File: src/rtl/demux2_stream.sv
// ----------------------------------------------------------------------------
// demux2_stream
// Two-way valid/ready stream demultiplexer. Each accepted input word is routed
// to output channel 0 or 1, either by an explicit select or by an alternating
// burst pattern (BURST_LEN consecutive words per channel). Each output channel
// owns a one-entry holding register, so a stalled lane never loses or corrupts
// data, and a channel sustains one word per cycle when its consumer is ready.
//
// Parameters
//   SIZE       data word width in bits (>= 1)
//   BURST_LEN  auto-mode words per channel before switching (>= 1)
//
// Ports
//   clk         clock, all state updates on the rising edge
//   rst_n       synchronous active-low reset
//   auto_mode   1 = alternating-burst routing, 0 = route by sel
//   sel         explicit target channel when auto_mode = 0
//   in_data     input word
//   in_valid    input word present
//   in_ready    input word accepted when in_valid & in_ready
//   out0_data   channel 0 word            out1_data   channel 1 word
//   out0_valid  channel 0 register full   out1_valid  channel 1 register full
//   out0_ready  channel 0 consumer ready  out1_ready  channel 1 consumer ready
//   busy        out0_valid | out1_valid
// ----------------------------------------------------------------------------
module demux2_stream #(
   parameter int unsigned SIZE      = 4,
   parameter int unsigned BURST_LEN = 2
) (
   input  logic            clk,
   input  logic            rst_n,
   input  logic            auto_mode,
   input  logic            sel,
   input  logic [SIZE-1:0] in_data,
   input  logic            in_valid,
   output logic            in_ready,
   output logic [SIZE-1:0] out0_data,
   output logic            out0_valid,
   input  logic            out0_ready,
   output logic [SIZE-1:0] out1_data,
   output logic            out1_valid,
   input  logic            out1_ready,
   output logic            busy
);

   localparam int unsigned CNT_W = (BURST_LEN > 1) ? $clog2(BURST_LEN) : 1;
   localparam logic [CNT_W-1:0] CNT_LAST = CNT_W'(BURST_LEN - 1);

   // Holding registers and burst state
   logic [SIZE-1:0]  data0_q, data0_d;
   logic [SIZE-1:0]  data1_q, data1_d;
   logic             valid0_q, valid0_d;
   logic             valid1_q, valid1_d;
   logic             rr_ch_q, rr_ch_d;
   logic [CNT_W-1:0] burst_cnt_q, burst_cnt_d;
   logic             busy_q, busy_d;

   // Handshake decode
   logic tgt;
   logic tgt_stalled;
   logic accept;
   logic load0, load1;
   logic drain0, drain1;

   // Target channel: burst pointer in auto mode, otherwise the explicit select
   assign tgt = auto_mode ? rr_ch_q : sel;

   // The target can take a word if it is empty or is draining this cycle;
   // the other channel's state is deliberately ignored (no bypass).
   assign tgt_stalled = tgt ? (valid1_q & ~out1_ready)
                            : (valid0_q & ~out0_ready);

   assign in_ready = rst_n & ~tgt_stalled;
   assign accept   = in_valid & in_ready;
   assign load0    = accept & ~tgt;
   assign load1    = accept &  tgt;
   assign drain0   = valid0_q & out0_ready;
   assign drain1   = valid1_q & out1_ready;

   // Channel 0 next state: a load overrides a same-cycle drain
   always_comb begin
      data0_d  = data0_q;
      valid0_d = valid0_q;
      if (drain0) begin
         valid0_d = 1'b0;
      end
      if (load0) begin
         valid0_d = 1'b1;
         data0_d  = in_data;
      end
   end

   // Channel 1 next state: a load overrides a same-cycle drain
   always_comb begin
      data1_d  = data1_q;
      valid1_d = valid1_q;
      if (drain1) begin
         valid1_d = 1'b0;
      end
      if (load1) begin
         valid1_d = 1'b1;
         data1_d  = in_data;
      end
   end

   // Burst pointer: only words accepted in auto mode advance it, so leaving
   // and re-entering auto mode resumes the interrupted burst.
   always_comb begin
      rr_ch_d     = rr_ch_q;
      burst_cnt_d = burst_cnt_q;
      if (accept && auto_mode) begin
         if (burst_cnt_q == CNT_LAST) begin
            burst_cnt_d = '0;
            rr_ch_d     = ~rr_ch_q;
         end else begin
            burst_cnt_d = burst_cnt_q + CNT_W'(1);
         end
      end
   end

   // busy is registered from the same next-state as the valid flags
   assign busy_d = valid0_d | valid1_d;

   // State registers with synchronous reset
   always_ff @(posedge clk) begin
      if (!rst_n) begin
         data0_q     <= '0;
         data1_q     <= '0;
         valid0_q    <= 1'b0;
         valid1_q    <= 1'b0;
         rr_ch_q     <= 1'b0;
         burst_cnt_q <= '0;
         busy_q      <= 1'b0;
      end else begin
         data0_q     <= data0_d;
         data1_q     <= data1_d;
         valid0_q    <= valid0_d;
         valid1_q    <= valid1_d;
         rr_ch_q     <= rr_ch_d;
         burst_cnt_q <= burst_cnt_d;
         busy_q      <= busy_d;
      end
   end

   assign out0_data  = data0_q;
   assign out0_valid = valid0_q;
   assign out1_data  = data1_q;
   assign out1_valid = valid1_q;
   assign busy       = busy_q;

endmodule

File: config.mk
export PLATFORM = sky130hd
export DESIGN_NAME = demux2_stream
export DESIGN_NICKNAME = d
export VERILOG_FILES = /design/src/rtl/demux2_stream.sv
export SDC_FILE = /design/constraint.sdc
export NUM_CORES = 1
export LEC_CHECK = 0
export BUFFER_PORTS_ARGS = -buffer_cell sky130_fd_sc_hd__buf_2
export CAP_MARGIN = 20
export CELL_PAD_IN_SITES_DETAIL_PLACEMENT = 1
export CELL_PAD_IN_SITES_GLOBAL_PLACEMENT = 1
export CORE_AREA = 2 2 43 45
export DETAILED_ROUTE_END_ITERATION = 7
export DIE_AREA = 0 0 45 47
export PLACE_DENSITY_LB_ADDON = 0.1
export SYNTH_ARGS = -nofsm -noshare
export SYNTH_HDL_FRONTEND = slang
export SYNTH_SLANG_ARGS = --single-unit
File: constraint.sdc
create_clock -name clk -period 3.7 [get_ports clk]
set_input_delay 0.37 -clock clk [delete_from_list [all_inputs] [get_ports clk]]
set_output_delay 0.37 -clock clk [all_outputs]
set_load 0.02 [all_outputs]
==> results of run 1 <==
## tightest hold or removal path, delay by kind of cell
family,cells,cell delay [ns]
and+or+nand+nor,1,0.06
buffers and inverters,1,0.09
AOI/OAI and AO/OA,1,0.05
## report_power, final
| group | leakage, µW | internal [µW] | switching (µW) |
|---|---|---|---|
| registers | 0.000107 | 148 | 3.44 |
| clock network | 0.0000150 | 41.8 | 43.4 |
| logic | 0.000179 | 16.4 | 26.1 |
| total | 0.000301 | 206 | 72.9 |
## registers in the layout (all words and copies together) (netlist names)
register / cells
busy: 1
out1_valid: 1
rr_ch_q: 1
out0_data: 4
out0_valid: 1
burst_cnt_q: 1
out1_data: 4
## final cells by class
cell class / count / area (µm²) / share of cell area (%)
Sequential cell: 13 / 260 / 40.0
Tap cell: 17 / 21.3 / 3.27
Timing Repair Buffer: 22 / 110 / 16.9
Clock buffer: 4 / 26.3 / 4.04
Multi-Input combinational cell: 40 / 233 / 35.8
## kinds of logic (layout without fill, tap and decap cells)
logic type / count (synthesis) / after routing / synth area share [%]
and+or+nand+nor: 24 / 24 / 25.5
DFF: 13 / 13 / 51.5
buffers and inverters: 3 / 26 / 2.47
muxes: 3 / 3 / 5.94
AOI/OAI and AO/OA: 13 / 13 / 14.6
## per-layer routing
metal,vias to the layer above,global-route usage [%]
li1,243,-
met5,-,0
met3,0,5.77
met4,0,3.53
met1,218,15.9
met2,13,15.7
## through the flow
| stage | hold slack, ns | utilization (%) | setup slack (ns) | power, µW |
|---|---|---|---|---|
| after floorplan | 0.446 | - | 2.15 | 181 |
| after global placement | 0.444 | 37.8 | 1.93 | 197 |
| after detailed placement | 0.452 | 37.8 | 1.90 | 198 |
| after CTS | 0.347 | 39.4 | 1.82 | 285 |
| after global routing | 0.366 | 39.4 | 1.75 | 295 |
| final | 0.353 | 39.4 | 1.82 | 279 |
## cell usage in the layout (no fill, tap or decap), types with 3 or more instances in the layout
cell type  Yosys  routed
dfxtp_1       13      13
clkbuf_4       0       3
buf_2          0      22
o21ai_1        4       4
nand3_1       10      10
o21ai_0        5       5
mux2i_1        3       3
nand2_1        5       5
nor2b_1        4       4
## path summary, 6_finish.rpt
check / start / to / slack (ns) / depth (start not counted)
worst min-delay path: in_data[2] / out1_data[2] / 0.35 / 3
worst max-delay path: rr_ch_q / in_ready / 1.82 / 4
worst max register to register: rr_ch_q / out1_data[2] / 2.34 / 4
worst min register to register: out1_data[1] / out1_data[1] / 0.46 / 2
==> flow_metrics.env, run 1 <==
export IMPL_place_area_um2=624
export IMPL_finalHoldViolations=0
export IMPL_place_inst=92
export IMPL_syn_to_final_growth_pct=28.7
export IMPL_rows=15
export IMPL_vdd_ir_drop_max_uv=186
export IMPL_io_buffers=22
export IMPL_synth_edf_count=0
export IMPL_antenna_left=0
export IMPL_seq_area_frac_synth_pct=51.5
export IMPL_dr_pass1_iters=2
export IMPL_first_iter_violations=3
export IMPL_met2_wirelength_um=563
export IMPL_crit_arrival_ns=1.51
export IMPL_fin_crit_ns=1.88
export IMPL_worstPathMaxFanout=5
export IMPL_start_kind="register"
export IMPL_route_vias_total=474
export IMPL_period_share_pct=50.8
export IMPL_yosysTopAreaCell="dfxtp_1"
export IMPL_cellLeakagePower_uw=0.000301
export IMPL_fin_cells=96
export IMPL_hold_buffers=0
export IMPL_synthTopCellsByCount="dfxtp_1 (13), nand3_1 (10), nand2_1 (5), o21ai_0 (5)"
export IMPL_crit_family="multiplexers"
export IMPL_path_buf_inv=1
export IMPL_cp_cell_sequence="mux2i_1 -> mux2i_1 -> and2_1 -> buf_2"
export IMPL_slowest_delay_ns=0.35
export IMPL_async_flop_share_pct=0
export IMPL_route_detailed_drc=0
export IMPL_clk_insertion_delay_late_ns=0.27
export IMPL_viasPerCell=4.94
export IMPL_fin_tns_setup_ns=0
export IMPL_track_usage_pct=11.5
export IMPL_grt_pass1_wl_um=1700
export IMPL_ys_types=18
export IMPL_slowest_stage="mux2i_1"
export IMPL_gr_total_overflow=0
export IMPL_cp_common_cell="mux2i_1"
export IMPL_wl_um=1140
export IMPL_final_nets=91
export IMPL_cts_made_buffers=3
export IMPL_core_um2=1650
export IMPL_hpwl_um=835
export IMPL_fmax_mhz=532
export IMPL_synthesis_nets=67
export IMPL_cts_sinks=13
export IMPL_die_w_um=45
export IMPL_setup_viol=0
export IMPL_dieArea_um2=2120
export IMPL_slew_viol_final=0
export IMPL_critPathKind="reg -> out"
export IMPL_power_density_nw_per_um2=428
export IMPL_highest_layer="met3"
export IMPL_hp_class="in -> reg"
export IMPL_yosysWarnings=0
export IMPL_die_h_um=47
export IMPL_synth_area_leaders="dfxtp_1 (51%), nand3_1 (9.9%), mux2i_1 (5.9%)"
export IMPL_synth_most_common_cell="dfxtp_1"
export IMPL_cts_setup_buffers=0
export IMPL_fin_worst_skew_ns=0.00208
export IMPL_htreeDepth=1
export IMPL_place_gp_congestion=0.579
export IMPL_synth_seq_cells=13
export IMPL_relSlewSlack_pct=72.4
export IMPL_synth_cell_area_um2=505
export IMPL_grt_max_degree=20
export IMPL_grt_antenna_before_repair=0
export IMPL_wl_met1_um=505
export IMPL_wl_per_cell_um=11.9
export IMPL_start_util_pct=30.6
export IMPL_drv_cap=0
export IMPL_synthCells=56
export IMPL_cts_tree="done"
export IMPL_grt_pass1_vias=375
export IMPL_fillers=221
export IMPL_layout_drive_gt1_share_pct=31.6
export IMPL_clockRootBuffer="clkbuf_4"
export IMPL_syn_area_per_cell_um2=9.03
export IMPL_synth_ff_type="dfxtp_1"
export IMPL_setup_worst_path_end_class="output pin"
export IMPL_clk_pin_slew_worst_paths_ns=0.07
export IMPL_rsz0062_at_grt="false"
export IMPL_cts_resized=0
export IMPL_antennaDiodeCount=0
export IMPL_critical_path_required_ns=3.33
export IMPL_status="finished clean"
export IMPL_synth_top_area_share_pct=51.5
export IMPL_io_pins=23
export IMPL_clockBufferDepth=2
export IMPL_dr_wl_met3_um=72
export IMPL_tightest_slew_ns=0.403
export IMPL_stdcell_area_um2=651
Note: power is estimated with default switching activity, not from simulation.
==> inputs of run 2 (changes only) <==
--- a/config.mk
+++ b/config.mk
@@ -9,9 +9,9 @@
 export CAP_MARGIN = 20
 export CELL_PAD_IN_SITES_DETAIL_PLACEMENT = 1
 export CELL_PAD_IN_SITES_GLOBAL_PLACEMENT = 1
-export CORE_AREA = 2 2 43 45
+export CORE_AREA = 2 2 45 47
 export DETAILED_ROUTE_END_ITERATION = 7
-export DIE_AREA = 0 0 45 47
+export DIE_AREA = 0 0 47 49
 export PLACE_DENSITY_LB_ADDON = 0.1
 export SYNTH_ARGS = -nofsm -noshare
 export SYNTH_HDL_FRONTEND = slang
==> constraint.sdc (replaced) <==
create_clock -name clk -period 1.79 [get_ports clk]
set_input_delay 0.179 -clock clk [delete_from_list [all_inputs] [get_ports clk]]
set_output_delay 0.179 -clock clk [all_outputs]
set_load 0.02 [all_outputs]
==> run 2 against run 1 <==
Against the previous run: first-iteration DRC count down 67%; critical path depth unchanged; wire length down 4.5%; non-clock buffer count unchanged; die area up 8.9%; register-to-register slack worse by 1.9 ns; core utilization down 3.2 points; count of clock-buffer cells in the layout unchanged; flip-flop and latch count unchanged; hold slack worse by 0.20 ns; global-route usage down 0.23 points; clock skew up 0.0025 ns; largest cell class unchanged.
==> flow_metrics.env, run 2 (synthesis results as in run 1) <==
export IMPL_status="finished clean"
export IMPL_viasPerCell=4.43
export IMPL_fin_worst_skew_ns=0.00456
export IMPL_setup_viol=0
export IMPL_setup_worst_path_end_class="output pin"
export IMPL_fin_crit_ns=1.61
export IMPL_vdd_ir_drop_max_uv=375
export IMPL_slowest_stage="dfxtp_1"
export IMPL_place_area_um2=637
export IMPL_tightest_slew_ns=0.333
export IMPL_layout_drive_gt1_share_pct=32.9
export IMPL_dr_pass1_iters=2
export IMPL_wl_per_cell_um=10.3
export IMPL_track_usage_pct=11.3
export IMPL_worstPathMaxFanout=5
export IMPL_core_um2=1840
export IMPL_fmax_mhz=621
export IMPL_regArea_um2=260
export IMPL_path_buf_inv=1
export IMPL_layout_commonest_cell="buf_2"
export IMPL_route_vias_total=470
export IMPL_grt_pass1_vias=447
export IMPL_first_iter_violations=1
export IMPL_start_kind="register"
export IMPL_critPathKind="reg -> out"
export IMPL_stdcell_area_um2=667
export IMPL_rsz0062_at_grt="false"
export IMPL_hpwl_um=806
export IMPL_cellLeakagePower_uw=0.000299
export IMPL_final_nets=91
export IMPL_grt_pass1_wl_um=1860
export IMPL_clockRootBuffer="clkbuf_4"
export IMPL_fin_util_pct=36.2
export IMPL_htreeDepth=1
export IMPL_hp_class="in -> reg"
export IMPL_slew_viol_final=0
export IMPL_io_buffers=22
export IMPL_start_util_pct=27.4
export IMPL_rows=16
export IMPL_wl_um=1090
export IMPL_die_h_um=49
export IMPL_antennaDiodeCount=0
export IMPL_relSlewSlack_pct=77.7
export IMPL_clk_pin_slew_worst_paths_ns=0.08
export IMPL_route_detailed_drc=0
export IMPL_fin_tns_setup_ns=0
export IMPL_crit_family="multiplexers"
export IMPL_cp_cell_sequence="mux2i_2 -> mux2i_1 -> and2_1 -> buf_2"
export IMPL_gr_total_overflow=0
export IMPL_cts_sinks=13
export IMPL_io_pins=23
export IMPL_antenna_left=0
export IMPL_critical_path_required_ns=1.61
export IMPL_final_cell_mix="buf_2 (22), dfxtp_1 (13), nand3_1 (10), nand2_1 (5), o21ai_0 (5)"
export IMPL_syn_to_final_growth_pct=31.9
export IMPL_die_w_um=47
export IMPL_multi_input_area_um2=236
export IMPL_power_density_nw_per_um2=871
export IMPL_cts_setup_buffers=0
export IMPL_dieArea_um2=2300
export IMPL_clk_insertion_delay_late_ns=0.27
export IMPL_place_gp_congestion=0.633
export IMPL_cts_made_buffers=3
export IMPL_cts_tree="done"
export IMPL_grt_antenna_before_repair=0
export IMPL_period_share_pct=89.9
export IMPL_crit_arrival_ns=1.43
export IMPL_finalHoldViolations=0
export IMPL_fillers=238
export IMPL_clockBufferDepth=2
export IMPL_drv_cap=0
export IMPL_grt_max_degree=20
export IMPL_slowest_delay_ns=0.34
-- run 2: cell count changes in the layout (fill, tap and decap cells not counted) --
cell	delta
mux2i_1	-1
mux2i_2	+1
-- run 2: where the power goes --
part / leakage [µW] / switching, µW / total (µW) / internal [µW]
combinational: 0.000178 / 53.9 / 88.6 / 34.7
clock: 0.0000150 / 94.5 / 181 / 86.3
sequential: 0.000107 / 6.79 / 312 / 305
-- run 2: timing repair --
| action | 4_1_cts | 5_1_grt |
|---|---|---|
| setup endpoints to repair | 0 | 1 |
| hold buffers | 0 | 0 |
| resized for setup | 0 | 1 |
-- run 2: final cells by class --
type | instances | share of cell area [%]
clock buffer | 4 | 3.94
tap | 27 | 5.07
sequential | 13 | 39.0
multi-input combinational | 40 | 35.5
timing repair buffer | 22 | 16.5
-- run 2: worst register-to-register path, delay by kind of cell, from the launching register on --
kind | cells | cell delay, ns
AOI/OAI and AO/OA | 1 | 0.06
DFF | 1 | 0.37
muxes | 1 | 0.12
and+or+nand+nor | 2 | 0.65
-- run 2: metrics by stage --
step | std cells | power [µW] | setup WS, ns | hold slack (ns)
after floorplan | 56 | 374 | 0.517 | 0.316
after global placement | 102 | 407 | 0.403 | 0.444
after detailed placement | 102 | 408 | 0.382 | 0.449
after CTS | 106 | 591 | 0.0957 | 0.154
after global routing | 106 | 613 | 0.0673 | 0.161
final | 106 | 581 | 0.181 | 0.156
-- run 2: per-layer routing --
layer / part of all wire [%] / wire, µm / up-vias / GRT usage [%]
li1: - / - / 243 / -
met1: 46 / 503 / 216 / 13.0
met2: 48 / 520 / 11 / 17.4
met3: 6.1 / 66 / 0 / 3.70
met4: 0 / 0 / 0 / 6.94
met5: 0 / 0 / - / 0
-- run 2: final timing paths --
path                      from           end  slack [ns]  cells after the start
setup / recovery       rr_ch_q      in_ready        0.18                      4
hold / removal      in_data[0]  out1_data[0]        0.16                      3
hold reg to reg   out1_data[2]  out1_data[2]        0.46                      2
setup reg to reg       rr_ch_q  out1_data[2]        0.47                      4
==> inputs of run 3 (changes only) <==
--- a/config.mk
+++ b/config.mk
@@ -9,9 +9,9 @@
 export CAP_MARGIN = 20
 export CELL_PAD_IN_SITES_DETAIL_PLACEMENT = 1
 export CELL_PAD_IN_SITES_GLOBAL_PLACEMENT = 1
-export CORE_AREA = 2 2 45 47
+export CORE_AREA = 2 2 43 49
 export DETAILED_ROUTE_END_ITERATION = 7
-export DIE_AREA = 0 0 47 49
+export DIE_AREA = 0 0 45 51
 export PLACE_DENSITY_LB_ADDON = 0.1
 export SYNTH_ARGS = -nofsm -noshare
 export SYNTH_HDL_FRONTEND = slang
==> run 3 against run 2 <==
Against the previous run: via count increased by 0.85%; combinational power increased by 0.5%; cell area decreased by 1.5%; final cell count decreased by 7.5%; global-route usage increased by 0.54 points; wire length increased by 4.1%; register-to-register slack got worse by 0.02 ns; clock power about the same; clock skew decreased by 0.0041 ns; sequential power about the same; count of clock-buffer cells in the layout unchanged; highest routed layer is now met4.
==> flow_metrics.env, run 3 (synthesis results as in run 1) <==
export IMPL_status="finished clean"
export IMPL_cts_made_buffers=3
export IMPL_dr_pass1_iters=2
export IMPL_clockBufferDepth=2
export IMPL_die_h_um=51
export IMPL_dieArea_um2=2300
export IMPL_track_usage_pct=11.8
export IMPL_die_w_um=45
export IMPL_vdd_ir_drop_max_uv=288
export IMPL_fin_worst_skew_ns=0.000426
export IMPL_syn_to_final_growth_pct=30.0
export IMPL_wl_um=1140
export IMPL_layout_commonest_cell="buf_2"
export IMPL_rows=17
export IMPL_cts_setup_buffers=0
export IMPL_period_share_pct=89.7
export IMPL_antenna_left=0
export IMPL_hold_buffers=0
export IMPL_crit_arrival_ns=1.43
export IMPL_highest_layer="met4"
export IMPL_rsz0062_at_grt="false"
export IMPL_place_gp_congestion=0.586
export IMPL_route_detailed_drc=0
export IMPL_fin_crit_ns=1.61
export IMPL_dr_wl_met3_um=51
export IMPL_final_cell_mix="buf_2 (22), dfxtp_1 (13), nand3_1 (10), nand2_1 (5), o21ai_0 (5)"
export IMPL_tightest_slew_ns=0.331
export IMPL_fin_tns_setup_ns=0
export IMPL_slew_viol_final=0
export IMPL_clockRootBuffer="clkbuf_4"
export IMPL_clk_pin_slew_worst_paths_ns=0.08
export IMPL_start_util_pct=27.0
export IMPL_io_pins=23
export IMPL_hpwl_um=840
export IMPL_cts_tree="done"
export IMPL_critical_path_required_ns=1.61
export IMPL_relSlewSlack_pct=77.9
export IMPL_setup_worst_path_end_class="output pin"
export IMPL_wl_met1_um=539
export IMPL_antennaDiodeCount=0
export IMPL_htreeDepth=1
export IMPL_cts_resized=0
export IMPL_start_kind="register"
export IMPL_layout_drive_gt1_share_pct=32.9
export IMPL_setup_viol=0
export IMPL_route_vias_total=474
export IMPL_grt_pass1_vias=434
export IMPL_cts_sinks=13
export IMPL_finalHoldViolations=0
export IMPL_gr_total_overflow=0
export IMPL_cellLeakagePower_uw=0.000299
export IMPL_viasPerCell=4.84
export IMPL_io_buffers=22
export IMPL_critPathKind="reg -> out"
export IMPL_fmax_mhz=623
export IMPL_drv_cap=0
export IMPL_grt_antenna_before_repair=0
export IMPL_wl_per_cell_um=11.6
export IMPL_power_uw=582
export IMPL_clk_insertion_delay_late_ns=0.27
export IMPL_worstPathMaxFanout=5
export IMPL_final_nets=91
export IMPL_first_iter_violations=4
export IMPL_met2_wirelength_um=527
export IMPL_power_density_nw_per_um2=885
export IMPL_grt_pass1_wl_um=1900
export IMPL_core_um2=1870
export IMPL_grt_max_degree=20
export IMPL_hp_class="in -> reg"
## run 3: cell counts in the layout (fill, tap and decap cells not counted)
Identical to the previous run, type by type.
## run 3: area by class of cell
cell class                      instances  area, µm²
Multi-Input combinational cell         40        236
Timing Repair Buffer                   22        110
Sequential cell                        13        260
Tap cell                               19       23.8
Clock buffer                            4       26.3
Fill cell                             239       1210
## run 3: worst paths after layout
kind	start	slack [ns]	cells past startpoint	end
worst max register to register	rr_ch_q	0.45	4	out1_data[2]
worst min register to register	out1_data[0]	0.46	2	out1_data[0]
worst max-delay path	rr_ch_q	0.18	4	in_ready
worst min-delay path	in_data[0]	0.17	3	out1_data[0]
## run 3: critical path: stages (launching register included)
cell and delay [ns]:
dfxtp_1 0.34, mux2i_2 0.27, mux2i_1 0.26, and2_1 0.14, buf_2 0.15
## run 3: report_power, final
| group | internal [µW] | switching [µW] |
|---|---|---|
| clock network | 86.1 | 94.2 |
| logic | 34.7 | 54.3 |
| registers | 305 | 7.28 |
| total | 426 | 156 |
## run 3: per-layer routing
layer / GRT usage, % / vias to the layer above
met1: 15.7 / 218
met3: 3.18 / 2
met5: 0 / -
met4: 8.82 / 0
li1: - / 242
met2: 16.0 / 12
## run 3: metrics by stage
stage | worst slack [ns] | instance area (µm²) | hold slack (ns) | cells | util, %
6_report | 0.184 | 657 | 0.166 | 98 | 35.1
5_1_grt | 0.0369 | 657 | 0.176 | 98 | 35.1
4_1_cts | 0.0996 | 653 | 0.156 | 98 | 34.9
3_5_place_dp | 0.382 | 627 | 0.454 | 94 | 33.5
3_3_place_gp | 0.409 | 627 | 0.446 | 94 | 33.5
2_1_floorplan | 0.517 | 505 | 0.316 | 56 | -
